===== src/rtl/instruction_decode_if.sv =====
// ID-stage bus: IF/ID inputs, WB write port, stall, and the ID/EX latch outputs.
interface instruction_decode_if #(
  parameter int unsigned NB_DATA = 32,
  parameter int unsigned NB_REG  = 5
);
  logic [NB_DATA-1:0] i_instruction;
  logic [NB_DATA-1:0] i_pcounter4;
  logic               i_we_wb;
  logic               i_we;
  logic [NB_REG-1:0]  i_wr_addr;
  logic [NB_DATA-1:0] i_wr_data_WB;
  logic               i_stall;

  logic [NB_REG-1:0]  o_rs;
  logic [NB_REG-1:0]  o_rt;
  logic [NB_REG-1:0]  o_rd;
  logic [NB_DATA-1:0] o_reg_DA;
  logic [NB_DATA-1:0] o_reg_DB;
  logic [NB_DATA-1:0] o_immediate;
  logic [5:0]         o_opcode;
  logic [4:0]         o_shamt;
  logic [5:0]         o_func;
  logic [15:0]        o_addr;
  logic               o_jump;
  logic               o_branch;
  logic               o_regDst;
  logic               o_mem2Reg;
  logic               o_memRead;
  logic               o_memWrite;
  logic               o_immediate_flag;
  logic               o_regWrite;
  logic [1:0]         o_aluSrc;
  logic [1:0]         o_aluOp;

  modport master (
    output i_instruction, i_pcounter4, i_we_wb, i_we, i_wr_addr, i_wr_data_WB, i_stall,
    input  o_rs, o_rt, o_rd, o_reg_DA, o_reg_DB, o_immediate, o_opcode, o_shamt, o_func,
           o_addr, o_jump, o_branch, o_regDst, o_mem2Reg, o_memRead, o_memWrite,
           o_immediate_flag, o_regWrite, o_aluSrc, o_aluOp
  );

  modport slave (
    input  i_instruction, i_pcounter4, i_we_wb, i_we, i_wr_addr, i_wr_data_WB, i_stall,
    output o_rs, o_rt, o_rd, o_reg_DA, o_reg_DB, o_immediate, o_opcode, o_shamt, o_func,
           o_addr, o_jump, o_branch, o_regDst, o_mem2Reg, o_memRead, o_memWrite,
           o_immediate_flag, o_regWrite, o_aluSrc, o_aluOp
  );
endinterface


===== src/rtl/instruction_decode.sv =====
// MIPS ID stage: field split, 32x32 register file with write-through, immediate
// extension, main control decode, all registered into the ID/EX latch.
// Field slicing and the jump target assume NB_DATA = 32 (MIPS32 encoding).
module instruction_decode #(
  parameter int unsigned NB_DATA = 32,
  parameter int unsigned NB_REG  = 5,
  parameter int unsigned N_REGS  = 32
) (
  input  logic                 clk,
  input  logic                 i_rst_n,   // active-high despite the name
  instruction_decode_if.slave  bus
);

  localparam logic [5:0] OP_RTYPE = 6'b000000;
  localparam logic [5:0] OP_J     = 6'b000010;
  localparam logic [5:0] OP_JAL   = 6'b000011;
  localparam logic [5:0] OP_BEQ   = 6'b000100;
  localparam logic [5:0] OP_BNE   = 6'b000101;
  localparam logic [5:0] OP_ANDI  = 6'b001100;
  localparam logic [5:0] OP_ORI   = 6'b001101;
  localparam logic [5:0] OP_XORI  = 6'b001110;
  localparam logic [5:0] FN_SLL   = 6'b000000;
  localparam logic [5:0] FN_SRL   = 6'b000010;
  localparam logic [5:0] FN_SRA   = 6'b000011;
  localparam logic [5:0] FN_JR    = 6'b001000;
  localparam logic [5:0] FN_JALR  = 6'b001001;

  logic [NB_DATA-1:0] instr;
  logic [5:0]         opcode;
  logic [5:0]         func;
  logic [NB_REG-1:0]  rs_f, rt_f, rd_f;
  logic               wr_en;

  assign instr  = bus.i_instruction;
  assign opcode = instr[31:26];
  assign func   = instr[5:0];
  assign rs_f   = instr[25:21];
  assign rt_f   = instr[20:16];
  assign rd_f   = instr[15:11];
  assign wr_en  = (bus.i_we_wb | bus.i_we) && (bus.i_wr_addr != '0);

  logic [NB_DATA-1:0] gpr_q [N_REGS];
  logic [NB_DATA-1:0] gpr_d [N_REGS];

  // Register file next state: single write port, r0 never written
  always_comb begin
    for (int i = 0; i < int'(N_REGS); i++) gpr_d[i] = gpr_q[i];
    if (wr_en) gpr_d[bus.i_wr_addr] = bus.i_wr_data_WB;
  end

  // Register file storage
  always_ff @(posedge clk or posedge i_rst_n) begin
    if (i_rst_n) begin
      for (int i = 0; i < int'(N_REGS); i++) gpr_q[i] <= '0;
    end else begin
      for (int i = 0; i < int'(N_REGS); i++) gpr_q[i] <= gpr_d[i];
    end
  end

  logic [NB_DATA-1:0] rd_a, rd_b;

  // Read ports with write-through bypass; r0 reads zero
  always_comb begin
    rd_a = '0;
    rd_b = '0;
    if (rs_f != '0) rd_a = (wr_en && rs_f == bus.i_wr_addr) ? bus.i_wr_data_WB : gpr_q[rs_f];
    if (rt_f != '0) rd_b = (wr_en && rt_f == bus.i_wr_addr) ? bus.i_wr_data_WB : gpr_q[rt_f];
  end

  logic [NB_REG-1:0]  rs_d, rt_d, rd_d, rs_q, rt_q, rd_q;
  logic [NB_DATA-1:0] da_d, db_d, imm_d, da_q, db_q, imm_q;
  logic [5:0]         opcode_d, func_d, opcode_q, func_q;
  logic [4:0]         shamt_d, shamt_q;
  logic [15:0]        addr_d, addr_q;
  logic               jump_d, branch_d, reg_dst_d, mem2reg_d, mem_read_d, mem_write_d;
  logic               imm_flag_d, reg_write_d;
  logic [1:0]         alu_src_d, alu_op_d;
  logic               jump_q, branch_q, reg_dst_q, mem2reg_q, mem_read_q, mem_write_q;
  logic               imm_flag_q, reg_write_q;
  logic [1:0]         alu_src_q, alu_op_q;
  logic               is_jalr;

  assign is_jalr = (opcode == OP_RTYPE) && (func == FN_JALR);

  // Fields, data path and immediate extension
  always_comb begin
    rs_d     = rs_f;
    rt_d     = rt_f;
    rd_d     = (opcode == OP_JAL) ? NB_REG'(31) : rd_f;
    opcode_d = opcode;
    func_d   = func;
    shamt_d  = instr[10:6];
    addr_d   = instr[15:0];
    da_d     = rd_a;
    db_d     = (opcode == OP_JAL || is_jalr) ? bus.i_pcounter4 : rd_b;
    imm_d    = {{(NB_DATA-16){instr[15]}}, instr[15:0]};
    case (opcode)
      OP_J, OP_JAL:             imm_d = {bus.i_pcounter4[31:28], instr[25:0], 2'b00};
      OP_ANDI, OP_ORI, OP_XORI: imm_d = {{(NB_DATA-16){1'b0}}, instr[15:0]};
      default:                  ;
    endcase
  end

  // Main control decode; stall forces a bubble
  always_comb begin
    jump_d      = 1'b0;
    branch_d    = 1'b0;
    reg_dst_d   = 1'b0;
    mem2reg_d   = 1'b0;
    mem_read_d  = 1'b0;
    mem_write_d = 1'b0;
    imm_flag_d  = 1'b0;
    reg_write_d = 1'b0;
    alu_src_d   = 2'b00;
    alu_op_d    = 2'b00;
    case (opcode)
      OP_RTYPE: begin
        case (func)
          FN_JR:   jump_d = 1'b1;
          FN_JALR: begin
            jump_d      = 1'b1;
            reg_write_d = 1'b1;
            reg_dst_d   = 1'b1;
          end
          default: begin
            reg_dst_d   = 1'b1;
            reg_write_d = 1'b1;
            alu_op_d    = 2'b10;
            if (func == FN_SLL || func == FN_SRL || func == FN_SRA) alu_src_d = 2'b10;
          end
        endcase
      end
      6'b100000, 6'b100001, 6'b100011, 6'b100100, 6'b100101, 6'b100111: begin
        mem_read_d  = 1'b1;
        mem2reg_d   = 1'b1;
        reg_write_d = 1'b1;
        alu_src_d   = 2'b01;
      end
      6'b101000, 6'b101001, 6'b101011: begin
        mem_write_d = 1'b1;
        alu_src_d   = 2'b01;
      end
      6'b001000, 6'b001001, 6'b001010, 6'b001011,
      6'b001100, 6'b001101, 6'b001110, 6'b001111: begin
        reg_write_d = 1'b1;
        imm_flag_d  = 1'b1;
        alu_src_d   = 2'b01;
        alu_op_d    = 2'b11;
      end
      OP_BEQ, OP_BNE: begin
        branch_d = 1'b1;
        alu_op_d = 2'b01;
      end
      OP_J:   jump_d = 1'b1;
      OP_JAL: begin
        jump_d      = 1'b1;
        reg_write_d = 1'b1;
      end
      default: ;
    endcase
    if (bus.i_stall) begin
      jump_d      = 1'b0;
      branch_d    = 1'b0;
      reg_dst_d   = 1'b0;
      mem2reg_d   = 1'b0;
      mem_read_d  = 1'b0;
      mem_write_d = 1'b0;
      imm_flag_d  = 1'b0;
      reg_write_d = 1'b0;
      alu_src_d   = 2'b00;
      alu_op_d    = 2'b00;
    end
  end

  // ID/EX latch
  always_ff @(posedge clk or posedge i_rst_n) begin
    if (i_rst_n) begin
      rs_q <= '0; rt_q <= '0; rd_q <= '0;
      da_q <= '0; db_q <= '0; imm_q <= '0;
      opcode_q <= '0; func_q <= '0; shamt_q <= '0; addr_q <= '0;
      jump_q <= 1'b0; branch_q <= 1'b0; reg_dst_q <= 1'b0; mem2reg_q <= 1'b0;
      mem_read_q <= 1'b0; mem_write_q <= 1'b0; imm_flag_q <= 1'b0; reg_write_q <= 1'b0;
      alu_src_q <= 2'b00; alu_op_q <= 2'b00;
    end else begin
      rs_q <= rs_d; rt_q <= rt_d; rd_q <= rd_d;
      da_q <= da_d; db_q <= db_d; imm_q <= imm_d;
      opcode_q <= opcode_d; func_q <= func_d; shamt_q <= shamt_d; addr_q <= addr_d;
      jump_q <= jump_d; branch_q <= branch_d; reg_dst_q <= reg_dst_d; mem2reg_q <= mem2reg_d;
      mem_read_q <= mem_read_d; mem_write_q <= mem_write_d; imm_flag_q <= imm_flag_d;
      reg_write_q <= reg_write_d; alu_src_q <= alu_src_d; alu_op_q <= alu_op_d;
    end
  end

  assign bus.o_rs             = rs_q;
  assign bus.o_rt             = rt_q;
  assign bus.o_rd             = rd_q;
  assign bus.o_reg_DA         = da_q;
  assign bus.o_reg_DB         = db_q;
  assign bus.o_immediate      = imm_q;
  assign bus.o_opcode         = opcode_q;
  assign bus.o_shamt          = shamt_q;
  assign bus.o_func           = func_q;
  assign bus.o_addr           = addr_q;
  assign bus.o_jump           = jump_q;
  assign bus.o_branch         = branch_q;
  assign bus.o_regDst         = reg_dst_q;
  assign bus.o_mem2Reg        = mem2reg_q;
  assign bus.o_memRead        = mem_read_q;
  assign bus.o_memWrite       = mem_write_q;
  assign bus.o_immediate_flag = imm_flag_q;
  assign bus.o_regWrite       = reg_write_q;
  assign bus.o_aluSrc         = alu_src_q;
  assign bus.o_aluOp          = alu_op_q;

endmodule


===== src/flat_wrapper.sv =====
// flat-port wrapper written by rule: the top's interface ports become plain ports
module instruction_decode_flat 
#(
  parameter int unsigned NB_DATA = 32,
  parameter int unsigned NB_REG  = 5,
  parameter int unsigned N_REGS  = 32
)
  (clk, i_rst_n, bus_i_instruction, bus_i_pcounter4, bus_i_we_wb, bus_i_we, bus_i_wr_addr, bus_i_wr_data_WB, bus_i_stall, bus_o_rs, bus_o_rt, bus_o_rd, bus_o_reg_DA, bus_o_reg_DB, bus_o_immediate, bus_o_opcode, bus_o_shamt, bus_o_func, bus_o_addr, bus_o_jump, bus_o_branch, bus_o_regDst, bus_o_mem2Reg, bus_o_memRead, bus_o_memWrite, bus_o_immediate_flag, bus_o_regWrite, bus_o_aluSrc, bus_o_aluOp);
  instruction_decode_if #(.NB_DATA(NB_DATA), .NB_REG(NB_REG)) bus_i ();
  input  logic clk;
  input  logic i_rst_n;
  input wire logic [$bits(bus_i.i_instruction)-1:0] bus_i_instruction;
  input wire logic [$bits(bus_i.i_pcounter4)-1:0] bus_i_pcounter4;
  input wire logic [$bits(bus_i.i_we_wb)-1:0] bus_i_we_wb;
  input wire logic [$bits(bus_i.i_we)-1:0] bus_i_we;
  input wire logic [$bits(bus_i.i_wr_addr)-1:0] bus_i_wr_addr;
  input wire logic [$bits(bus_i.i_wr_data_WB)-1:0] bus_i_wr_data_WB;
  input wire logic [$bits(bus_i.i_stall)-1:0] bus_i_stall;
  output wire logic [$bits(bus_i.o_rs)-1:0] bus_o_rs;
  output wire logic [$bits(bus_i.o_rt)-1:0] bus_o_rt;
  output wire logic [$bits(bus_i.o_rd)-1:0] bus_o_rd;
  output wire logic [$bits(bus_i.o_reg_DA)-1:0] bus_o_reg_DA;
  output wire logic [$bits(bus_i.o_reg_DB)-1:0] bus_o_reg_DB;
  output wire logic [$bits(bus_i.o_immediate)-1:0] bus_o_immediate;
  output wire logic [$bits(bus_i.o_opcode)-1:0] bus_o_opcode;
  output wire logic [$bits(bus_i.o_shamt)-1:0] bus_o_shamt;
  output wire logic [$bits(bus_i.o_func)-1:0] bus_o_func;
  output wire logic [$bits(bus_i.o_addr)-1:0] bus_o_addr;
  output wire logic [$bits(bus_i.o_jump)-1:0] bus_o_jump;
  output wire logic [$bits(bus_i.o_branch)-1:0] bus_o_branch;
  output wire logic [$bits(bus_i.o_regDst)-1:0] bus_o_regDst;
  output wire logic [$bits(bus_i.o_mem2Reg)-1:0] bus_o_mem2Reg;
  output wire logic [$bits(bus_i.o_memRead)-1:0] bus_o_memRead;
  output wire logic [$bits(bus_i.o_memWrite)-1:0] bus_o_memWrite;
  output wire logic [$bits(bus_i.o_immediate_flag)-1:0] bus_o_immediate_flag;
  output wire logic [$bits(bus_i.o_regWrite)-1:0] bus_o_regWrite;
  output wire logic [$bits(bus_i.o_aluSrc)-1:0] bus_o_aluSrc;
  output wire logic [$bits(bus_i.o_aluOp)-1:0] bus_o_aluOp;
  assign bus_i.i_instruction = bus_i_instruction;
  assign bus_i.i_pcounter4 = bus_i_pcounter4;
  assign bus_i.i_we_wb = bus_i_we_wb;
  assign bus_i.i_we = bus_i_we;
  assign bus_i.i_wr_addr = bus_i_wr_addr;
  assign bus_i.i_wr_data_WB = bus_i_wr_data_WB;
  assign bus_i.i_stall = bus_i_stall;
  assign bus_o_rs = bus_i.o_rs;
  assign bus_o_rt = bus_i.o_rt;
  assign bus_o_rd = bus_i.o_rd;
  assign bus_o_reg_DA = bus_i.o_reg_DA;
  assign bus_o_reg_DB = bus_i.o_reg_DB;
  assign bus_o_immediate = bus_i.o_immediate;
  assign bus_o_opcode = bus_i.o_opcode;
  assign bus_o_shamt = bus_i.o_shamt;
  assign bus_o_func = bus_i.o_func;
  assign bus_o_addr = bus_i.o_addr;
  assign bus_o_jump = bus_i.o_jump;
  assign bus_o_branch = bus_i.o_branch;
  assign bus_o_regDst = bus_i.o_regDst;
  assign bus_o_mem2Reg = bus_i.o_mem2Reg;
  assign bus_o_memRead = bus_i.o_memRead;
  assign bus_o_memWrite = bus_i.o_memWrite;
  assign bus_o_immediate_flag = bus_i.o_immediate_flag;
  assign bus_o_regWrite = bus_i.o_regWrite;
  assign bus_o_aluSrc = bus_i.o_aluSrc;
  assign bus_o_aluOp = bus_i.o_aluOp;
  instruction_decode #(.NB_DATA(NB_DATA), .NB_REG(NB_REG), .N_REGS(N_REGS)) u_core (.clk(clk), .i_rst_n(i_rst_n), .bus(bus_i));
endmodule

===== config.mk =====
export PLATFORM = sky130hd
export DESIGN_NAME = instruction_decode_flat
export DESIGN_NICKNAME = d
export VERILOG_FILES = /design/src/rtl/instruction_decode_if.sv /design/src/rtl/instruction_decode.sv /design/src/flat_wrapper.sv
export SDC_FILE = /design/constraint.sdc
export NUM_CORES = 2
export LEC_CHECK = 0
export ABC_CLOCK_PERIOD_IN_PS = 86000
export CAP_MARGIN = 20
export CORE_MARGIN = 8
export CORE_UTILIZATION = 35
export DETAILED_ROUTE_END_ITERATION = 12
export SLEW_MARGIN = 20
export SYNTH_ARGS = -nofsm -noshare
export SYNTH_HDL_FRONTEND = slang
export SYNTH_SLANG_ARGS = --single-unit

===== constraint.sdc =====
create_clock -name clk -period 86 [get_ports clk]
set_clock_uncertainty 0.1 [all_clocks]
set_input_delay 17.2 -clock clk [delete_from_list [all_inputs] [get_ports clk]]
set_output_delay 17.2 -clock clk [all_outputs]
set_load 0.01 [all_outputs]

## Word level (Yosys, flattened, before mapping)

Cells that the tools add are included.

| storage, ports and cells | value |
|---|---|
| flip-flop bits (word level) | 1179 |
| bits in latches | 0 |
| bits in writable memories | 0 |
| bits in read-only memories | 0 |
| input bits | 106 |
| output and inout port bits | 156 |
| logic and storage cells | 147 |
| memories | 0 |

| operators by class | value |
|---|---|
| add/sub/neg operators | 0 |
| multiply operators | 0 |
| divide/modulo/power cells | 0 |
| magnitude comparators | 4 |
| equal/unequal tests | 27 |
| shift operators | 0 |
| mux-type cells | 39 |
| bitwise logic cells | 4 |
| reduce and logical (&&, ||, !) cells | 22 |

Operators with widths:

| operator | count |
|---|---|
| bitwise mux 1024 bit | 1 |
| binary-select mux 32 bit (select 5 bit) | 2 |
| 2-to-1 mux 32 bit | 10 |
| demux 32 bit (select 5 bit) | 1 |
| case mux 32 bit (2 select lines) | 1 |
| equality test 6 x 4 -> 1 bit (second input constant) | 10 |
| equality test 6 bit (second input constant) | 9 |
| equality test 6 x 2 -> 1 bit (second input constant) | 4 |
| >= comparator 6 bit (second input constant) | 3 |
| inverter 5 -> 6 bit | 3 |
| OR reduction 17 bit | 1 |
| nonzero test 5 bit | 3 |
| OR reduction 15 bit | 1 |
| 2-to-1 mux 1 bit | 14 |
| equality test 6 x 3 -> 1 bit (second input constant) | 2 |
| logical NOT 6 bit | 2 |
| equality test 5 bit | 2 |
| 2-to-1 mux 2 bit | 5 |
| OR reduction 8 bit | 1 |
| less-than comparator 6 x 1 -> 1 bit (second input constant) | 1 |
| case mux 2 bit (3 select lines) | 1 |
| OR reduction 2 bit | 3 |
| OR reduction 3 bit | 2 |
| OR reduction 6 bit | 1 |
| other kinds (6) | 13 |

## Longest topological paths before layout

| depth | value |
|---|---|
| depth after elaboration | 7 |
| gate-level depth with buffers | 10 |
| depth with buffers taken out | 5 |

## Least setup slack after synthesis

No wires, ideal clock.

| timing path | value |
|---|---|
| kind | input-to-reg |
| start point | input bus_i_instruction[21] |
| end point | register u_core.da_q[10] (netlist: u_core.bus.o_reg_DA[10]) |
| setup time | 0.126 ns |
| arrival time | 19.318 ns |
| setup slack | 66.456 ns |
| stages | 8 |
| path buffers | 4 |
| path through | buf_2 buf_2 buf_2 buf_2 mux4_2 a22oi_1 nand2_1 a221o_1 |

| on the way | value |
|---|---|
| cells in the longest elaborated chain, start to end | 6 |
| elaborated cells on any way between the ends | 9 |
| those cells by class | eq/ne: 1; mux: 5; bitwise: 1; reduce/logical: 2 |

RTL lines:

| what | line | RTL |
|---|---|---|
| start: declaration | flat_wrapper.sv:12 | `input wire logic [$bits(bus_i.i_instruction)-1:0] bus_i_instruction;` |
| inverter 5 -> 6 bit (implied by the code) | instruction_decode.sv:66 | `if (rs_f != '0) rd_a = (wr_en && rs_f == bus.i_wr_addr) ? bus.i_wr_data_WB : gpr_q[rs_f];` |
| binary-select mux 32 bit (select 5 bit) | instruction_decode.sv:66 |  |
| 2-to-1 mux 32 bit (implied by the code) (2 in series) | instruction_decode.sv:66 |  |
| 2-to-1 mux 32 bit | instruction_decode.sv:66 |  |
| 2-to-1 mux 32 bit (*) | instruction_decode.sv:66 |  |
| via u_core.da_d[10] | instruction_decode.sv:71 | `logic [NB_DATA-1:0] da_d, db_d, imm_d, da_q, db_q, imm_q;` |
| end signal: assignment | instruction_decode.sv:179 | `da_q <= '0; db_q <= '0; imm_q <= '0;` |
| end signal: assignment | instruction_decode.sv:186 | `da_q <= da_d; db_q <= db_d; imm_q <= imm_d;` |
| end: declaration | instruction_decode.sv:71 |  |

Mark *: on every way through the listed nets, which the timed path passes. The rest lies on a longest branch. The select of a mux whose other input is x is not followed.
A chain may end at the register's enable or synchronous reset.

## Final worst setup path

| timing path | value |
|---|---|
| start point | input bus_i_instruction[16] |
| end point | register u_core.db_q[17] (netlist: u_core.bus.o_reg_DB[17]) |

| on the way | value |
|---|---|
| cells in the longest elaborated chain, start to end | 7 |
| elaborated cells on any way between the ends | 10 |
| those cells by class | eq/ne: 1; mux: 6; bitwise: 1; reduce/logical: 2 |

RTL lines:

| what | line | RTL |
|---|---|---|
| inverter 5 -> 6 bit (implied by the code) | instruction_decode.sv:67 | `if (rt_f != '0) rd_b = (wr_en && rt_f == bus.i_wr_addr) ? bus.i_wr_data_WB : gpr_q[rt_f];` |
| binary-select mux 32 bit (select 5 bit) | instruction_decode.sv:67 |  |
| 2-to-1 mux 32 bit (implied by the code) (2 in series) | instruction_decode.sv:67 |  |
| 2-to-1 mux 32 bit | instruction_decode.sv:67 |  |
| 2-to-1 mux 32 bit (*) | instruction_decode.sv:67 |  |
| 2-to-1 mux 32 bit (*) | instruction_decode.sv:95 | `db_d = (opcode == OP_JAL \|\| is_jalr) ? bus.i_pcounter4 : rd_b;` |
| via u_core.db_d[17] | instruction_decode.sv:71 |  |
| end signal: assignment | instruction_decode.sv:179 |  |
| end signal: assignment | instruction_decode.sv:186 |  |
| end: declaration | instruction_decode.sv:71 |  |

Marked as above.

==> metrics.txt <==
# TYPE chip_impl_metric gauge
chip_impl_metric{name="grt.total_usage",unit="%"} 22.1
chip_impl_info{name="cts_tree",value="yes"} 1
chip_impl_metric{name="synth_async_sr_flop_share",unit="%"} 100
chip_impl_metric{name="final_hold_viol_count",unit=""} 0
chip_impl_metric{name="mean_cell_area_of_the_mapped_netlist",unit="sq um"} 14.9
chip_impl_metric{name="clock_pin_slew_on_the_worst_setup_and_hold_paths",unit="ns"} 0.07
chip_impl_info{name="crit-reg2reg-launch",value="u_core.gpr_q[882]$_DFFE_PP0P_"} 1
chip_impl_info{name="class_of_the_tightest_hold_or_removal_check",value="reg -> reg"} 1
chip_impl_metric{name="route.final.wire_length",unit="um"} 206000
chip_impl_metric{name="synth-warning-count",unit=""} 0
chip_impl_metric{name="detail_route.drc_violations",unit=""} 0
chip_impl_metric{name="post_layout_utilization_of_the_core",unit="%"} 40.4
chip_impl_metric{name="worstPathArrival",unit="ns"} 21.74
chip_impl_metric{name="detail-route-antenna-nets",unit=""} 0
chip_impl_metric{name="place.detailed.hpwl",unit="um"} 116000
chip_impl_info{name="timing.setup.critical_path_class",value="in -> reg"} 1
chip_impl_info{name="timing.critical_path.mode_cell",value="sky130_fd_sc_hd__buf_4"} 1
chip_impl_metric{name="required",unit="ns"} 86.58
chip_impl_metric{name="nFillCells",unit=""} 15600
chip_impl_metric{name="post_synth_instance_area",unit="sq um"} 59300
chip_impl_metric{name="worst-path-max-fanout",unit=""} 69
chip_impl_info{name="type_of_origin_of_the_critical_path",value="input port"} 1
chip_impl_metric{name="numClockSinks",unit=""} 1168
chip_impl_info{name="post_synth_main_area_contributors",value="sky130_fd_sc_hd__dfrtp_1, sky130_fd_sc_hd__mux2_2, sky130_fd_sc_hd__mux4_2"} 1
chip_impl_metric{name="grt_remaining_overflow",unit=""} 0
chip_impl_info{name="cp_cell_sequence",value="buf_8 -> buf_4 -> buf_4 -> buf_4 -> nor4_1 -> or4_4 -> buf_4 -> o2111ai_2"} 1
chip_impl_metric{name="grt_antenna_before_repair",unit=""} 11
chip_impl_metric{name="critical_path.max_stage_delay",unit="ns"} 0.73
chip_impl_metric{name="num-nets-final",unit=""} 4128
chip_impl_metric{name="floorplan.die.width",unit="um"} 428
chip_impl_metric{name="initial_core_util",unit="%"} 35.1
chip_impl_info{name="rr_endpoint",value="u_core.bus.o_reg_DA[18]$_DFF_PP0_"} 1
chip_impl_metric{name="synth-seq-area-share",unit="%"} 49.3
chip_impl_info{name="holdCritStartpoint",value="u_core.gpr_q[1003]$_DFFE_PP0P_"} 1
chip_impl_metric{name="design.core.area",unit="sq um"} 169000
chip_impl_metric{name="synth_top_area_share",unit="%"} 49.3
chip_impl_info{name="outcome",value="finished, final reports clean"} 1
chip_impl_metric{name="post_cts_buffers",unit=""} 0
chip_impl_metric{name="cts-buffers-inserted",unit=""} 131
chip_impl_metric{name="insertion_delay",unit="ns"} 0.79
chip_impl_info{name="cp_slowest_cell",value="sky130_fd_sc_hd__buf_4"} 1
chip_impl_metric{name="floorplan.rows",unit=""} 151
chip_impl_metric{name="syn_inst",unit=""} 3992
chip_impl_metric{name="period_share",unit="%"} 24.6
chip_impl_info{name="grt_setup_unrepaired",value="false"} 1
chip_impl_metric{name="seqCellArea",unit="sq um"} 29200
chip_impl_metric{name="syn-num-nets",unit=""} 4098
chip_impl_metric{name="wl_met2",unit="um"} 99700
chip_impl_metric{name="drv_cap",unit=""} 0
chip_impl_metric{name="io_pins",unit=""} 262
chip_impl_metric{name="final-max-slew-violation-count",unit=""} 0
chip_impl_metric{name="drt_iter0_markers",unit=""} 3692
chip_impl_metric{name="floorplan.die_area",unit="sq um"} 183000
chip_impl_info{name="crit_path_end_kind",value="flip-flop"} 1
chip_impl_metric{name="grt_pass1_wl",unit="um"} 297000
chip_impl_metric{name="area.growth.synth_to_final",unit="%"} 15.1
chip_impl_metric{name="fin_crit",unit="ns"} 21.16
chip_impl_metric{name="ctsLongestPathBuffers",unit=""} 3
chip_impl_metric{name="final-setup-viol-count",unit=""} 0
chip_impl_info{name="most_frequent_cells_after_synthesis",value="sky130_fd_sc_hd__dfrtp_1, sky130_fd_sc_hd__mux2_2, sky130_fd_sc_hd__mux4_2, sky130_fd_sc_hd__clkbuf_1, sky130_fd_sc_hd__mux2i_1"} 1
chip_impl_metric{name="resized_cells_post_cts",unit=""} 0
chip_impl_metric{name="wl_met3",unit="um"} 12900
chip_impl_info{name="synthMostInstantiatedCell",value="sky130_fd_sc_hd__dfrtp_1"} 1
chip_impl_metric{name="number_of_synthesized_flops_with_an_enable_pin",unit=""} 0
chip_impl_info{name="synth.largest_area_cell",value="sky130_fd_sc_hd__dfrtp_1"} 1
chip_impl_info{name="clock_tree.root_cell",value="sky130_fd_sc_hd__clkbuf_16"} 1
chip_impl_info{name="highest-signal-layer",value="met5"} 1
chip_impl_metric{name="grt_pass1_vias",unit=""} 40200
chip_impl_metric{name="htree_num_levels",unit=""} 4
chip_impl_metric{name="hold_path_depth",unit=""} 0
chip_impl_metric{name="max_slew.worst_pin.slew",unit="ns"} 1.19
chip_impl_metric{name="synth.lib_cells_used.distinct",unit=""} 55
chip_impl_info{name="synth_ff_type",value="sky130_fd_sc_hd__dfrtp_1"} 1
chip_impl_metric{name="static-leakage-power",unit="nW"} 28.4
chip_impl_metric{name="peakVddDrop",unit="V"} 0.0000247
chip_impl_metric{name="largest_net_degree_at_the_start_of_global_routing",unit=""} 178
chip_impl_metric{name="reg2reg_setup_slack",unit="ns"} 83.92
chip_impl_metric{name="port_buffers",unit=""} 261
chip_impl_metric{name="vertical_die_dimension",unit="um"} 428
chip_impl_metric{name="drtPass1Iterations",unit=""} 5
chip_impl_metric{name="power_density",unit="nW/um^2"} 24.9
chip_impl_metric{name="gp_congestion",unit=""} 0.808
chip_impl_metric{name="setup-tns-final",unit="ns"} 0
chip_impl_metric{name="detail_route.vias_per_cell",unit=""} 6.11
chip_impl_metric{name="average_wire_length_per_cell_after_detail_routing",unit="um"} 32.4
chip_impl_metric{name="m1WireLength",unit="um"} 82400
chip_impl_metric{name="ys_ff_latch",unit=""} 1168
chip_impl_metric{name="rr_worst_depth",unit=""} 4
chip_impl_metric{name="fmaxAchievable",unit="MHz"} 47.3
chip_impl_info{name="whs_endpoint",value="u_core.gpr_q[1003]$_DFFE_PP0P_"} 1
chip_impl_metric{name="multiInputGateArea",unit="sq um"} 28400
chip_impl_metric{name="hold_bufs_inserted_after_cts",unit=""} 0
chip_impl_metric{name="worst_slew_margin_rel",unit="%"} 20.5
chip_impl_metric{name="fraction_of_layout_instances_using_a_drive_strength_above_1",unit="%"} 45.5
chip_impl_metric{name="routed-via-count",unit=""} 38800
cell usage in the layout, fill, tap and decap left out, types with 27 or more instances in the layout:
cell type,instances
sky130_fd_sc_hd__clkbuf_8,27
sky130_fd_sc_hd__a22oi_1,99
sky130_fd_sc_hd__buf_4,101
sky130_fd_sc_hd__o2111ai_2,30
sky130_fd_sc_hd__nand2_1,85
sky130_fd_sc_hd__mux4_2,420
sky130_fd_sc_hd__mux2_2,1019
sky130_fd_sc_hd__clkbuf_1,32
sky130_fd_sc_hd__o22ai_1,30
sky130_fd_sc_hd__o21a_1,33
sky130_fd_sc_hd__a221oi_1,95
sky130_fd_sc_hd__clkdlybuf4s50_1,224
sky130_fd_sc_hd__dfrtp_1,1168
sky130_fd_sc_hd__mux2i_1,204
sky130_fd_sc_hd__buf_2,29
sky130_fd_sc_hd__clkbuf_16,135
sky130_fd_sc_hd__nand3_1,36
sky130_fd_sc_hd__a211o_1,47
critical path: cells and delay by family:
kind,cells,cell delay [ns]
and+or+nand+nor,2,0.84
buffers and inverters,5,3.12
AOI/OAI and AO/OA,1,0.30
power breakdown:
group / switching, W / internal, W / total [W]
Combinational: 0.000137 / 0.000214 / 0.000350
Sequential: 0.0000931 / 0.000669 / 0.000762
Clock: 0.000237 / 0.000352 / 0.000589
Total: 0.000467 / 0.00123 / 0.00170
flip-flops by register name (all words and copies together), names as in the netlist, 2 cells and up:
| register | flops |
|---|---|
| u_core.bus.o_addr | 7 |
| u_core.bus.o_aluSrc | 2 |
| u_core.bus.o_shamt | 4 |
| u_core.bus.o_opcode | 6 |
| u_core.bus.o_reg_DA | 32 |
| u_core.gpr_q | 1024 |
| u_core.bus.o_rs | 5 |
| u_core.bus.o_rd | 5 |
| u_core.bus.o_rt | 5 |
| u_core.bus.o_immediate | 32 |
| u_core.bus.o_func | 5 |
| u_core.bus.o_reg_DB | 32 |
| u_core.bus.o_aluOp | 2 |
layer usage:
| layer | global-route usage [%] | vias to the layer above |
|---|---|---|
| li1 | - | 15500 |
| met1 | 28.2 | 21100 |
| met2 | 36.6 | 1635 |
| met3 | 4.16 | 494 |
| met4 | 10.4 | 2 |
| met5 | 0 | - |
logic make-up after synthesis:
group           after synthesis  share of synthesized area [%]
compound gates              455                           6.50
mux                        1645                           38.8
simple gates                242                           2.01
buf+inv                     472                           3.33
xor+xnor                     10                          0.148
flops                      1168                           49.3
final cells by class:
class                           count  share of cell area, %
Inverter                            4                 0.0330
Clock buffer                      194                   5.67
Antenna cell                        5                 0.0183
Sequential cell                  1168                   42.8
Clock inverter                     43                  0.907
Multi-Input combinational cell   2352                   41.6
Tap cell                         2218                   4.06
Timing Repair Buffer              365                   4.88
how the worst max path moves through the flow:
stage	start	to	slack [ns]	cells after the start
after floorplan	i_rst_n	u_core.bus.o_addr[10]$_DFF_PP0_	35.80	1
after global placement	bus_i_instruction[21]	u_core.bus.o_reg_DA[11]$_DFF_PP0_	64.09	8
after detailed placement	bus_i_instruction[21]	u_core.bus.o_reg_DA[12]$_DFF_PP0_	64.03	8
after CTS	bus_i_instruction[21]	u_core.bus.o_reg_DA[12]$_DFF_PP0_	64.86	8
after global routing	bus_i_instruction[21]	u_core.bus.o_reg_DA[12]$_DFF_PP0_	64.57	8
final	bus_i_instruction[16]	u_core.bus.o_reg_DB[17]$_DFF_PP0_	64.84	8
through the flow:
step | worst slack (ns) | cells | total power, W | cell area [sq um] | hold slack, ns
finish | 64.84 | 6349 | 0.00170 | 68300 | 0.296
global route | 64.57 | 6346 | 0.00177 | 68300 | 0.306
CTS | 64.86 | 6343 | 0.00171 | 68400 | 0.298
detailed placement | 64.03 | 6106 | 0.00112 | 63900 | 0.284
global placement | 64.09 | 6103 | 0.00111 | 63800 | 0.282
floorplan | 35.80 | 3992 | 0.00100 | 59300 | 0.341
(Power assumes the default switching activity.)
